`src/rtl/vga_pkg.sv`:
```
// vga_pkg: shared types and constants for the VGA stripe sequencer.
//   phase_t  - per-axis raster phase (ACT, FP, SYNC, BP)
//   mode_t   - pattern request codes
//   DEF_*    - default 640x480@60 timing constants
//   seg_total - total length of an axis from its four segment lengths
package vga_pkg;

  typedef enum logic [1:0] {
    PH_ACT  = 2'd0,
    PH_FP   = 2'd1,
    PH_SYNC = 2'd2,
    PH_BP   = 2'd3
  } phase_t;

  typedef enum logic [1:0] {
    MODE_VSTRIPE = 2'd0,
    MODE_HSTRIPE = 2'd1,
    MODE_CHECKER = 2'd2,
    MODE_BLANK   = 2'd3
  } mode_t;

  localparam int CNT_W = 16;

  localparam int DEF_H_ACTIVE = 640;
  localparam int DEF_H_FP     = 16;
  localparam int DEF_H_SYNC   = 96;
  localparam int DEF_H_BP     = 48;
  localparam int DEF_V_ACTIVE = 480;
  localparam int DEF_V_FP     = 10;
  localparam int DEF_V_SYNC   = 2;
  localparam int DEF_V_BP     = 33;
  localparam int DEF_STRIPE   = 80;

  function automatic int seg_total(input int act, input int fp, input int sync, input int bp);
    return act + fp + sync + bp;
  endfunction

endpackage

```
`src/rtl/vga_axis_counter.sv`:
```
// vga_axis_counter: one raster axis (horizontal or vertical).
//   clkin  - pixel clock
//   rst    - asynchronous active-high reset
//   step   - advance the axis by one position
//   count  - current position, 0..TOTAL-1
//   phase  - current phase (ACT/FP/SYNC/BP), always consistent with count
//   stripe - low three bits of count / STRIPE, restarting at the active start
//   wrap   - count is at TOTAL-1 (the next step returns to 0)
module vga_axis_counter
  import vga_pkg::*;
#(
  parameter int ACTIVE = DEF_H_ACTIVE,
  parameter int FP     = DEF_H_FP,
  parameter int SYNC   = DEF_H_SYNC,
  parameter int BP     = DEF_H_BP,
  parameter int STRIPE = DEF_STRIPE
) (
  input  logic             clkin,
  input  logic             rst,
  input  logic             step,
  output logic [CNT_W-1:0] count,
  output phase_t           phase,
  output logic [2:0]       stripe,
  output logic             wrap
);

  localparam int TOTAL = seg_total(ACTIVE, FP, SYNC, BP);

  localparam logic [CNT_W-1:0] LAST_ACT    = CNT_W'(ACTIVE - 1);
  localparam logic [CNT_W-1:0] LAST_FP     = CNT_W'(ACTIVE + FP - 1);
  localparam logic [CNT_W-1:0] LAST_SYNC   = CNT_W'(ACTIVE + FP + SYNC - 1);
  localparam logic [CNT_W-1:0] LAST_ALL    = CNT_W'(TOTAL - 1);
  localparam logic [CNT_W-1:0] LAST_STRIPE = CNT_W'(STRIPE - 1);

  phase_t           phase_next;
  logic [CNT_W-1:0] stripe_pos;

  // State register: position, phase and stripe counters advance together.
  // Only the low three stripe-index bits reach the colour logic, so the
  // index counter simply wraps modulo 8.
  always_ff @(posedge clkin or posedge rst) begin
    if (rst) begin
      count      <= '0;
      phase      <= PH_ACT;
      stripe_pos <= '0;
      stripe     <= '0;
    end else if (step) begin
      count <= wrap ? '0 : count + 1'b1;
      phase <= phase_next;
      if (wrap) begin
        stripe_pos <= '0;
        stripe     <= '0;
      end else if (stripe_pos == LAST_STRIPE) begin
        stripe_pos <= '0;
        stripe     <= stripe + 1'b1;
      end else begin
        stripe_pos <= stripe_pos + 1'b1;
      end
    end
  end

  // Next-state: leave a phase on the last position of its segment.
  always_comb begin
    phase_next = phase;
    case (phase)
      PH_ACT:  if (count == LAST_ACT)  phase_next = PH_FP;
      PH_FP:   if (count == LAST_FP)   phase_next = PH_SYNC;
      PH_SYNC: if (count == LAST_SYNC) phase_next = PH_BP;
      PH_BP:   if (count == LAST_ALL)  phase_next = PH_ACT;
      default: phase_next = PH_ACT;
    endcase
  end

  // Outputs
  always_comb begin
    wrap = (count == LAST_ALL);
  end

endmodule

```
`src/rtl/vga_stripe_sequencer.sv`:
```
// vga_stripe_sequencer: VGA raster timing plus stripe pattern generator.
//   clkin  - pixel clock, all state on rising edge
//   rst    - asynchronous active-high reset
//   en     - advance raster; 0 freezes all state and outputs
//   mode   - pattern request, sampled once per frame at the frame wrap
//   hout   - horizontal sync, active low
//   vout   - vertical sync, active low
//   rout/gout/bout - colour bits, forced to 0 outside active video
//   aout   - active video flag
//   hcsout - horizontal count of the pixel currently on the outputs
//   fsout  - high with the first pixel (0,0) of each frame
module vga_stripe_sequencer
  import vga_pkg::*;
#(
  parameter int H_ACTIVE = DEF_H_ACTIVE,
  parameter int H_FP     = DEF_H_FP,
  parameter int H_SYNC   = DEF_H_SYNC,
  parameter int H_BP     = DEF_H_BP,
  parameter int V_ACTIVE = DEF_V_ACTIVE,
  parameter int V_FP     = DEF_V_FP,
  parameter int V_SYNC   = DEF_V_SYNC,
  parameter int V_BP     = DEF_V_BP,
  parameter int STRIPE   = DEF_STRIPE
) (
  input  logic             clkin,
  input  logic             rst,
  input  logic             en,
  input  logic [1:0]       mode,
  output logic             hout,
  output logic             vout,
  output logic             rout,
  output logic             gout,
  output logic             bout,
  output logic             aout,
  output logic [CNT_W-1:0] hcsout,
  output logic             fsout
);

  logic [CNT_W-1:0] hcnt;
  logic [CNT_W-1:0] vcnt;
  phase_t           hphase;
  phase_t           vphase;
  logic [2:0]       sx;
  logic [2:0]       sy;
  logic             h_wrap;
  logic             v_wrap;
  logic             v_step;
  logic             frame_wrap;
  mode_t            mode_q;
  logic             active;
  logic [2:0]       colour;

  assign v_step     = en & h_wrap;
  assign frame_wrap = en & h_wrap & v_wrap;

  vga_axis_counter #(
    .ACTIVE (H_ACTIVE),
    .FP     (H_FP),
    .SYNC   (H_SYNC),
    .BP     (H_BP),
    .STRIPE (STRIPE)
  ) u_h_axis (
    .clkin  (clkin),
    .rst    (rst),
    .step   (en),
    .count  (hcnt),
    .phase  (hphase),
    .stripe (sx),
    .wrap   (h_wrap)
  );

  vga_axis_counter #(
    .ACTIVE (V_ACTIVE),
    .FP     (V_FP),
    .SYNC   (V_SYNC),
    .BP     (V_BP),
    .STRIPE (STRIPE)
  ) u_v_axis (
    .clkin  (clkin),
    .rst    (rst),
    .step   (v_step),
    .count  (vcnt),
    .phase  (vphase),
    .stripe (sy),
    .wrap   (v_wrap)
  );

  // The pattern only changes on the frame boundary so a frame is never torn.
  always_ff @(posedge clkin or posedge rst) begin
    if (rst) begin
      mode_q <= MODE_VSTRIPE;
    end else if (frame_wrap) begin
      mode_q <= mode_t'(mode);
    end
  end

  always_comb begin
    active = (hphase == PH_ACT) && (vphase == PH_ACT);
    colour = 3'b000;
    if (active) begin
      case (mode_q)
        MODE_VSTRIPE: colour = sx;
        MODE_HSTRIPE: colour = sy;
        MODE_CHECKER: colour = {3{sx[0] ^ sy[0]}};
        default:      colour = 3'b000;
      endcase
    end
  end

  // Output register: everything describing one pixel, including its
  // horizontal position, is captured on the same edge.
  always_ff @(posedge clkin or posedge rst) begin
    if (rst) begin
      hout   <= 1'b1;
      vout   <= 1'b1;
      rout   <= 1'b0;
      gout   <= 1'b0;
      bout   <= 1'b0;
      aout   <= 1'b0;
      hcsout <= '0;
      fsout  <= 1'b0;
    end else if (en) begin
      hout                <= (hphase != PH_SYNC);
      vout                <= (vphase != PH_SYNC);
      {rout, gout, bout}  <= colour;
      aout                <= active;
      hcsout              <= hcnt;
      fsout               <= (hcnt == '0) && (vcnt == '0);
    end
  end

endmodule

```
`config.mk`:
```
export PLATFORM = sky130hd
export DESIGN_NAME = vga_stripe_sequencer
export DESIGN_NICKNAME = d
export VERILOG_FILES = /design/src/rtl/vga_pkg.sv /design/src/rtl/vga_axis_counter.sv /design/src/rtl/vga_stripe_sequencer.sv
export SDC_FILE = /design/constraint.sdc
export NUM_CORES = 1
export LEC_CHECK = 0
export BUFFER_PORTS_ARGS = -buffer_cell sky130_fd_sc_hd__clkbuf_2
export CORE_MARGIN = 2
export CORE_UTILIZATION = 45
export DETAILED_ROUTE_END_ITERATION = 10
export PLACE_DENSITY = 0.7
export REMOVE_ABC_BUFFERS = 1
export SETUP_SLACK_MARGIN = 0.05
export SYNTH_ARGS = -nofsm -noshare
export SYNTH_HDL_FRONTEND = slang
export SYNTH_SLANG_ARGS = --single-unit
```
`constraint.sdc`:
```
create_clock -name clkin -period 3.4 [get_ports clkin]
set_input_delay 0.17 -clock clkin [delete_from_list [all_inputs] [get_ports clkin]]
set_output_delay 0.17 -clock clkin [all_outputs]
set_load 0.01 [all_outputs]
```
==> metrics.md, run 1 <==
| Metric | Value |
|---|---|
| Outcome | finished clean |
| Total net switching power | 0.748 mW |
| Gp weighted congestion | 0.885 |
| Share of total power in sequential cells | 55.8% |
| Comb power frac | 12.2% |
| Sum of negative setup slack | 0 ns |
| Number of global-route vias before repair | 3677 |
| Layout cell share with drive strength beyond 1 | 14.4% |
| MaxCap Viol Count | 0 |
| Placed instance count | 651 |
| Library cell with the highest instance count after synthesis | sky130_fd_sc_hd__dfrtp_1 |
| Critical path fanouts, max | 11 |
| Final setup fails | 0 |
| Number of warnings issued by yosys | 0 |
| Wire length of the first global-routing pass | 17.8 mm |
| Endpoint class of the critical path | register |
| Final Hold Slack | 0.0300 ns |
| Average cell area after synthesis | 10.2 um^2 |
| Leak pwr | 2.47 nW |
| Placeable core region | 10900 um^2 |
| Nets | 545 |
| Async SR Flop Fraction | 100% |
| DP Wirelength | 7.36 mm |
| Length of the first detailed-routing pass in iterations | 4 |
| Total area of sequential cells | 2480 um^2 |
| Largest net degree at the start of global routing | 46 |
| Number of antenna-violating nets in the routed design | 0 |
| Total standard cell area after synthesis | 5050 um^2 |
| Worst stage delay on the critical path | 0.71 ns |
| Cell types with the largest area share after synthesis | sky130_fd_sc_hd__dfrtp_1 (48%), sky130_fd_sc_hd__xnor2_1 (5.7%), sky130_fd_sc_hd__mux2_2 (4.7%), sky130_fd_sc_hd__ha_1 (4.2%), sky130_fd_sc_hd__nor2_1 (3.9%) |
| Number of I/O pins | 28 |
| TritonCTS clock tree | done |
| Highest achievable clock rate | 413 MHz |
| Seq/Total Area, Yosys | 49.1% |
| # port buffers | 27 |
| Maximum clock insertion buffer count | 2 |
| Simple logic cell fraction of the synthesized area | 22.2% |
| Clock network fraction of design power | 32.0% |
| WS Path Type | register to register |
| Area Overhead vs Synth | 9.71% |
| WL per Instance | 15.7 um |
| Parity-gate share of the synthesized area counting xor and xnor cells | 8.67% |
| Slowest stage cell, crit path | sky130_fd_sc_hd__or4_4 |
| Switching portion of total power | 29.5% |
| Main combinational cell family by area after synthesis | simple AND/OR/NAND/NOR gates |
| Synthesized flop and latch total | 99 |
| CTS sink cnt | 99 |
| Length in cells of the worst reg-to-reg path | 5 |
| Critical path startpoint category | register |
| Data required time of the worst path | 3.71 ns |
| Count of unique library cells instantiated by Yosys | 48 |
| Number of standard cells in the final layout excluding fillers | 668 |
| Period minus WS final | 2.42 ns |
| Internal power | 1.79 mW |
| Biggest area consumer among synthesized cells | sky130_fd_sc_hd__dfrtp_1 |
| Insertion delay of the later-clocked pin in the worst-skew pair | 0.39 ns |
| VDD IR-drop max | 0.377 mV |
| Share of the synthesized area in the top cell type | 48.1% |
| Slew at the pin closest to its max-slew limit | 0.650 ns |
| Main synth FF type | sky130_fd_sc_hd__dfrtp_1 |
| Final worst path period share | 71.1% |
| Combined area of the multi-input logic cells | 2390 um^2 |
| Chip Height | 110 um |
| Post-CTS setup-driven buffer insertion count | 0 |
| Ant. Diodes | 0 |
| Synthesized instance count | 497 |
| Effective utilization at floorplan | 46.4% |
| Compound-cell area share of the yosys netlist | 6.72% |
| First DRT Iteration DRCs | 182 |
| Count of final max-slew check failures | 0 |
| H-tree Lvls | 3 |
| Path category of the worst min-delay check | input port to register |
| Total power per unit cell area | 458 nW/um^2 |
| Ratio of routed vias to standard cells | 5.66 |
| Placement row count | 38 |
| Die width | 110 um |
| Total via count after detailed routing | 3784 |
| Number of antenna violations at the first check in global routing | 0 |
| Routed Wire Length | 10.5 mm |
| Remaining max-slew budget at the tightest pin | 56.3% |
| Crit-path cells | ha_1 -> nand4_1 -> or4_4 -> or3_1 -> a21oi_1 |
| Worst setup skew after layout | 0.0130 ns |
| Hold violation total from the final report | 0 |
| Unrepaired setup endpoints after global routing | no |
| Cells on Worst Hold Path | 2 |
| Clock edge transition at the registers on the reported setup and hold paths | 0.10 ns |
| DRC Markers | 0 |
| Endpoint arrival time on the critical path | 2.73 ns |
| Total track usage | 19.0% |
| TritonCTS buffer count | 9 |
| Fill count | 957 |
| Clock root buffer | sky130_fd_sc_hd__clkbuf_8 |
| Share of synthesized area spent on multiplexers | 5.48% |
| Post-synth EDFFs | 0 |
| Floorplan die area | 12100 um^2 |
| Commonest cells in the synthesized netlist | sky130_fd_sc_hd__dfrtp_1 (97), sky130_fd_sc_hd__nor2_1 (52), sky130_fd_sc_hd__nand3_1 (33), sky130_fd_sc_hd__xnor2_1 (33), sky130_fd_sc_hd__nand2_1 (30) |
| Synthesized-area fraction occupied by adder cells | 4.21% |
| Remaining Overflow, GRT | 0 |
-- timing repair --
item / in CTS / in global routing
hold buffers: 1 / 0
gates resized for setup: 0 / 0
endpoints found under the hold margin: 43 / 0
-- layout by cell type (no fill, tap or decap), drive strengths merged, types with 14 or more instances in the layout --
master / count
dfrtp: 97
nor2: 52
clkbuf: 37
xnor2: 33
nand3: 33
nand2: 30
inv: 29
o21ai: 21
mux2: 21
nand4: 21
xor2: 17
ha: 17
nor4: 14
-- power by group through the flow --
stage | clock network, mW | registers [mW] | logic (mW)
2_1_floorplan | 0 | 1.41 | 0.202
3_3_place_gp | 0 | 1.43 | 0.303
3_5_place_dp | 0 | 1.43 | 0.314
4_1_cts | 0.823 | 1.41 | 0.317
5_1_grt | 0.877 | 1.43 | 0.355
6_report | 0.810 | 1.41 | 0.310
-- logic make-up (layout without fill, tap and decap cells) --
kind of cell | count (synthesis) | after routing
AOI/OAI and AO/OA | 54 | 54
muxes | 25 | 25
adders and majority gates | 17 | 17
DFF | 99 | 99
buffers and inverters | 45 | 76
and+or+nand+nor | 207 | 207
xor gates and xnor gates | 50 | 50
-- sequential cells by signal (all words and copies together), names as in the netlist --
name / flops
hcsout: 16
u_h_axis.count: 16
u_h_axis.stripe_pos: 16
u_v_axis.count: 16
u_v_axis.stripe_pos: 16
u_h_axis.stripe: 3
u_v_axis.stripe: 3
mode_q: 2
u_h_axis.phase: 2
u_v_axis.phase: 2
aout: 1
bout: 1
fsout: 1
gout: 1
hout: 1
rout: 1
vout: 1
-- metal layers --
| layer | track usage, % | up-vias | routed length, um |
|---|---|---|---|
| li1 | - | 1810 | - |
| met5 | 0 | - | 0 |
| met1 | 26.2 | 1872 | 4970 |
| met4 | 8.68 | 0 | 225 |
| met3 | 3.20 | 15 | 359 |
| met2 | 29.1 | 87 | 4930 |
-- final cells by class --
type | count | share of cell area (%)
flip-flops and latches | 99 | 44.8
multi-input cells | 353 | 43.1
repair buffers | 33 | 3.30
well taps | 140 | 3.16
clock buffers | 10 | 2.48
inverters | 27 | 1.87
clock inverters | 6 | 1.31
-- worst max-delay path, delay by kind of cell (launching register included) --
kind / cells / cell delay, ns
flip-flops: 1 / 0.43
AND/OR/NAND/NOR: 3 / 1.50
AO/OA/AOI/OAI: 1 / 0.16
adder cells (fa/ha/maj): 1 / 0.24
-- path summary, 6_finish.rpt --
check | start | endpoint | slack, ns
hold reg to reg | u_v_axis.count[15] | u_v_axis.count[15] | 0.49
setup reg to reg | u_h_axis.count[1] | u_v_axis.stripe_pos[12] | 0.98
hold / removal | mode[1] | mode_q[1] | 0.03
max in group asynchronous | rst | vout | 2.15
min in group asynchronous | rst | u_h_axis.stripe[0] | 0.37
setup / recovery | u_h_axis.count[1] | u_v_axis.stripe_pos[12] | 0.98
-- metrics by stage --
step | power [mW] | area, um^2 | worst slack, ns | util (%)
2_1_floorplan | 1.62 | 4970 | 0.643 | -
3_3_place_gp | 1.73 | 5320 | 1.15 | 48.9
3_5_place_dp | 1.75 | 5320 | 1.04 | 48.9
4_1_cts | 2.55 | 5540 | 0.995 | 50.9
5_1_grt | 2.66 | 5540 | 0.828 | 50.9
6_report | 2.53 | 5540 | 0.981 | 50.9
Power figures use the tool's default switching activity.
==> run 2, diff against run 1 <==
==> constraint.sdc (replaced) <==
create_clock -name clkin -period 2.5 [get_ports clkin]
set_input_delay 0.125 -clock clkin [delete_from_list [all_inputs] [get_ports clkin]]
set_output_delay 0.125 -clock clkin [all_outputs]
set_load 0.01 [all_outputs]
==> run 2 against run 1 <==
Total power up 38%. Global-route usage down 0.21 points. Sequential share of layout area fell by 0.86 points. Critical endpoint unchanged. Largest cell class unchanged. Largest power group unchanged. Highest routed layer unchanged.
==> metrics.md, run 2 (synthesis gave the netlist of run 1 again) <==
| Metric | Value |
|---|---|
| Dpl cell area | 5400 um^2 |
| Largest delay contributor family on the critical path | simple AND/OR/NAND/NOR gates |
| Count of final max-slew check failures | 0 |
| MaxCap Viol Count | 0 |
| Chip Height | 110 um |
| Cells on Worst Hold Path | 3 |
| Post-layout instance area | 5650 um^2 |
| Worst stage delay on the critical path | 0.66 ns |
| Endpoint class of the critical path | register |
| WL per Instance | 15.3 um |
| Ratio of routed vias to standard cells | 5.51 |
| Slew at the pin closest to its max-slew limit | 0.536 ns |
| Endpoint arrival time on the critical path | 2.54 ns |
| Routed Wire Length | 10.4 mm |
| Insertion delay of the later-clocked pin in the worst-skew pair | 0.37 ns |
| # port buffers | 27 |
| Maximum clock insertion buffer count | 2 |
| Commonest non-fill, non-tap cell in the layout | sky130_fd_sc_hd__dfrtp_1 |
| Die width | 110 um |
| Total track usage | 18.8% |
| Worst hold start | en |
| Placement row count | 38 |
| Number of I/O pins | 28 |
| Effective utilization at floorplan | 46.4% |
| Crit-path cells | ha_1 -> nand4_1 -> or4_4 -> or3_1 -> a21oi_1 |
| Worst setup skew after layout | 0.0180 ns |
| Total area of sequential cells | 2480 um^2 |
| Number of gates on the worst path with buffers counted | 5 |
| Layout cell share with drive strength beyond 1 | 15.7% |
| Bufs and invs on worst path | 0 |
| Most used cells in the layout excluding fill and tap cells | sky130_fd_sc_hd__dfrtp_1 (97), sky130_fd_sc_hd__nor2_1 (52), sky130_fd_sc_hd__xnor2_1 (33), sky130_fd_sc_hd__nand3_1 (33), sky130_fd_sc_hd__nand2_1 (30) |
| Final setup fails | 0 |
| Final worst path period share | 89.8% |
| Total power per unit cell area | 620 nW/um^2 |
| Remaining Overflow, GRT | 0 |
| DP Wirelength | 7.48 mm |
| TritonCTS buffer count | 9 |
| CTS sink cnt | 99 |
| Largest net degree at the start of global routing | 44 |
| Pre-CTS setup slack | 0.306 ns |
| H-tree Lvls | 3 |
| Startpoint of the most critical register-to-register path | u_h_axis.count[1] |
| Remaining max-slew budget at the tightest pin | 64.3% |
| Clock edge transition at the registers on the reported setup and hold paths | 0.10 ns |
| Unrepaired setup endpoints after global routing | no |
| Wire length of the first global-routing pass | 17.6 mm |
| DRC Markers | 0 |
| Period minus WS final | 2.24 ns |
| Gp weighted congestion | 0.916 |
| Total via count after detailed routing | 3750 |
| First DRT Iteration DRCs | 206 |
| Leak pwr | 2.53 nW |
| Clock root buffer | sky130_fd_sc_hd__clkbuf_8 |
| Fill count | 947 |
| Hold violation total from the final report | 0 |
| Number of antenna-violating nets in the routed design | 0 |
| Nets | 558 |
| Number of global-route vias before repair | 3626 |
| Length of the first detailed-routing pass in iterations | 5 |
| Critical path fanouts, max | 8 |
| WS Path Type | register to register |
| Path category of the worst min-delay check | input port to register |
| Number of antenna violations at the first check in global routing | 0 |
| Crit path launch | u_h_axis.count[1] |
| Floorplan die area | 12100 um^2 |
| Data required time of the worst path | 2.80 ns |
| TritonCTS clock tree | done |
| Outcome | finished clean |
| Critical path startpoint category | register |
| Combined area of the multi-input logic cells | 2390 um^2 |
| VDD IR-drop max | 0.326 mV |
| Area Overhead vs Synth | 11.9% |
| Final critical-path setup slack | 0.255 ns |
| Placeable core region | 10900 um^2 |
| Highest achievable clock rate | 445 MHz |
| Length in cells of the worst reg-to-reg path | 5 |
| Ant. Diodes | 0 |
| Cells resized by post-CTS repair | 0 |
| Slowest stage cell, crit path | sky130_fd_sc_hd__or4_4 |
[run 2: changes by cell type in the layout (fill, tap and decap cells not counted)]
cell and change:
sky130_fd_sc_hd__buf_4 +11, sky130_fd_sc_hd__clkbuf_1 +2, sky130_fd_sc_hd__clkinvlp_4 -2, sky130_fd_sc_hd__dlygate4sd3_1 +2
sky130_fd_sc_hd__bufinv_16 +1, sky130_fd_sc_hd__clkbuf_8 -1, sky130_fd_sc_hd__inv_6 +1, sky130_fd_sc_hd__inv_8 -1
[run 2: where the power goes]
part | switching [mW] | internal, mW
combinational | 0.238 | 0.199
sequential | 0.183 | 1.74
clock | 0.566 | 0.572
total | 0.987 | 2.51
[run 2: metal layers]
| layer | share of wire [%] | track usage, % | up-vias |
|---|---|---|---|
| met1 | 48 | 25.9 | 1829 |
| met2 | 46 | 30.4 | 80 |
| met3 | 4.4 | 3.20 | 8 |
| met5 | 0 | 0 | - |
| li1 | - | - | 1833 |
| met4 | 1.3 | 5.15 | 0 |
[run 2: final timing paths]
path	endpoint	slack, ns
worst max-delay path	u_v_axis.stripe_pos[12]	0.26
worst min-delay path	u_h_axis.count[0]	0.20
worst max register to register	u_v_axis.stripe_pos[12]	0.26
worst min register to register	u_v_axis.count[15]	0.49
max in group asynchronous	hout	1.44
min in group asynchronous	rout	0.33
[run 2: final cells by class]
class                      count  share of cell area [%]
sequential                    99                    43.9
tap                          140                    3.10
clock buffer                  11                    2.33
multi-input combinational    353                    42.3
timing repair buffer          46                    5.05
clock inverter                 5                    1.51
inverter                      27                    1.84
[run 2: through the flow]
| step | power [mW] | setup TNS [ns] | hold slack [ns] | instances | utilization, % |
|---|---|---|---|---|---|
| 6_report | 3.50 | 0 | 0.199 | 681 | 51.9 |
| 3_5_place_dp | 2.39 | 0 | 0.205 | 662 | 49.6 |
| 4_1_cts | 3.52 | 0 | 0.195 | 681 | 51.9 |
| 2_1_floorplan | 2.20 | -20.58 | 0.175 | 479 | - |
| 3_3_place_gp | 2.37 | 0 | 0.197 | 662 | 49.6 |
| 5_1_grt | 3.68 | 0 | 0.203 | 681 | 51.9 |
[run 2: what timing repair did]
item                                   CTS  global route
setup endpoints to repair                0             0
endpoints found under the hold margin   42             0
setup buffers                            0             0
hold buffers                             3             0
[run 2: worst reg2reg max path, stage by stage, from the launching register on]
cell and delay, ns:
sky130_fd_sc_hd__dfrtp_1 0.43, sky130_fd_sc_hd__ha_1 0.25, sky130_fd_sc_hd__nand4_1 0.35, sky130_fd_sc_hd__or4_4 0.66, sky130_fd_sc_hd__or3_1 0.33, sky130_fd_sc_hd__a21oi_1 0.15
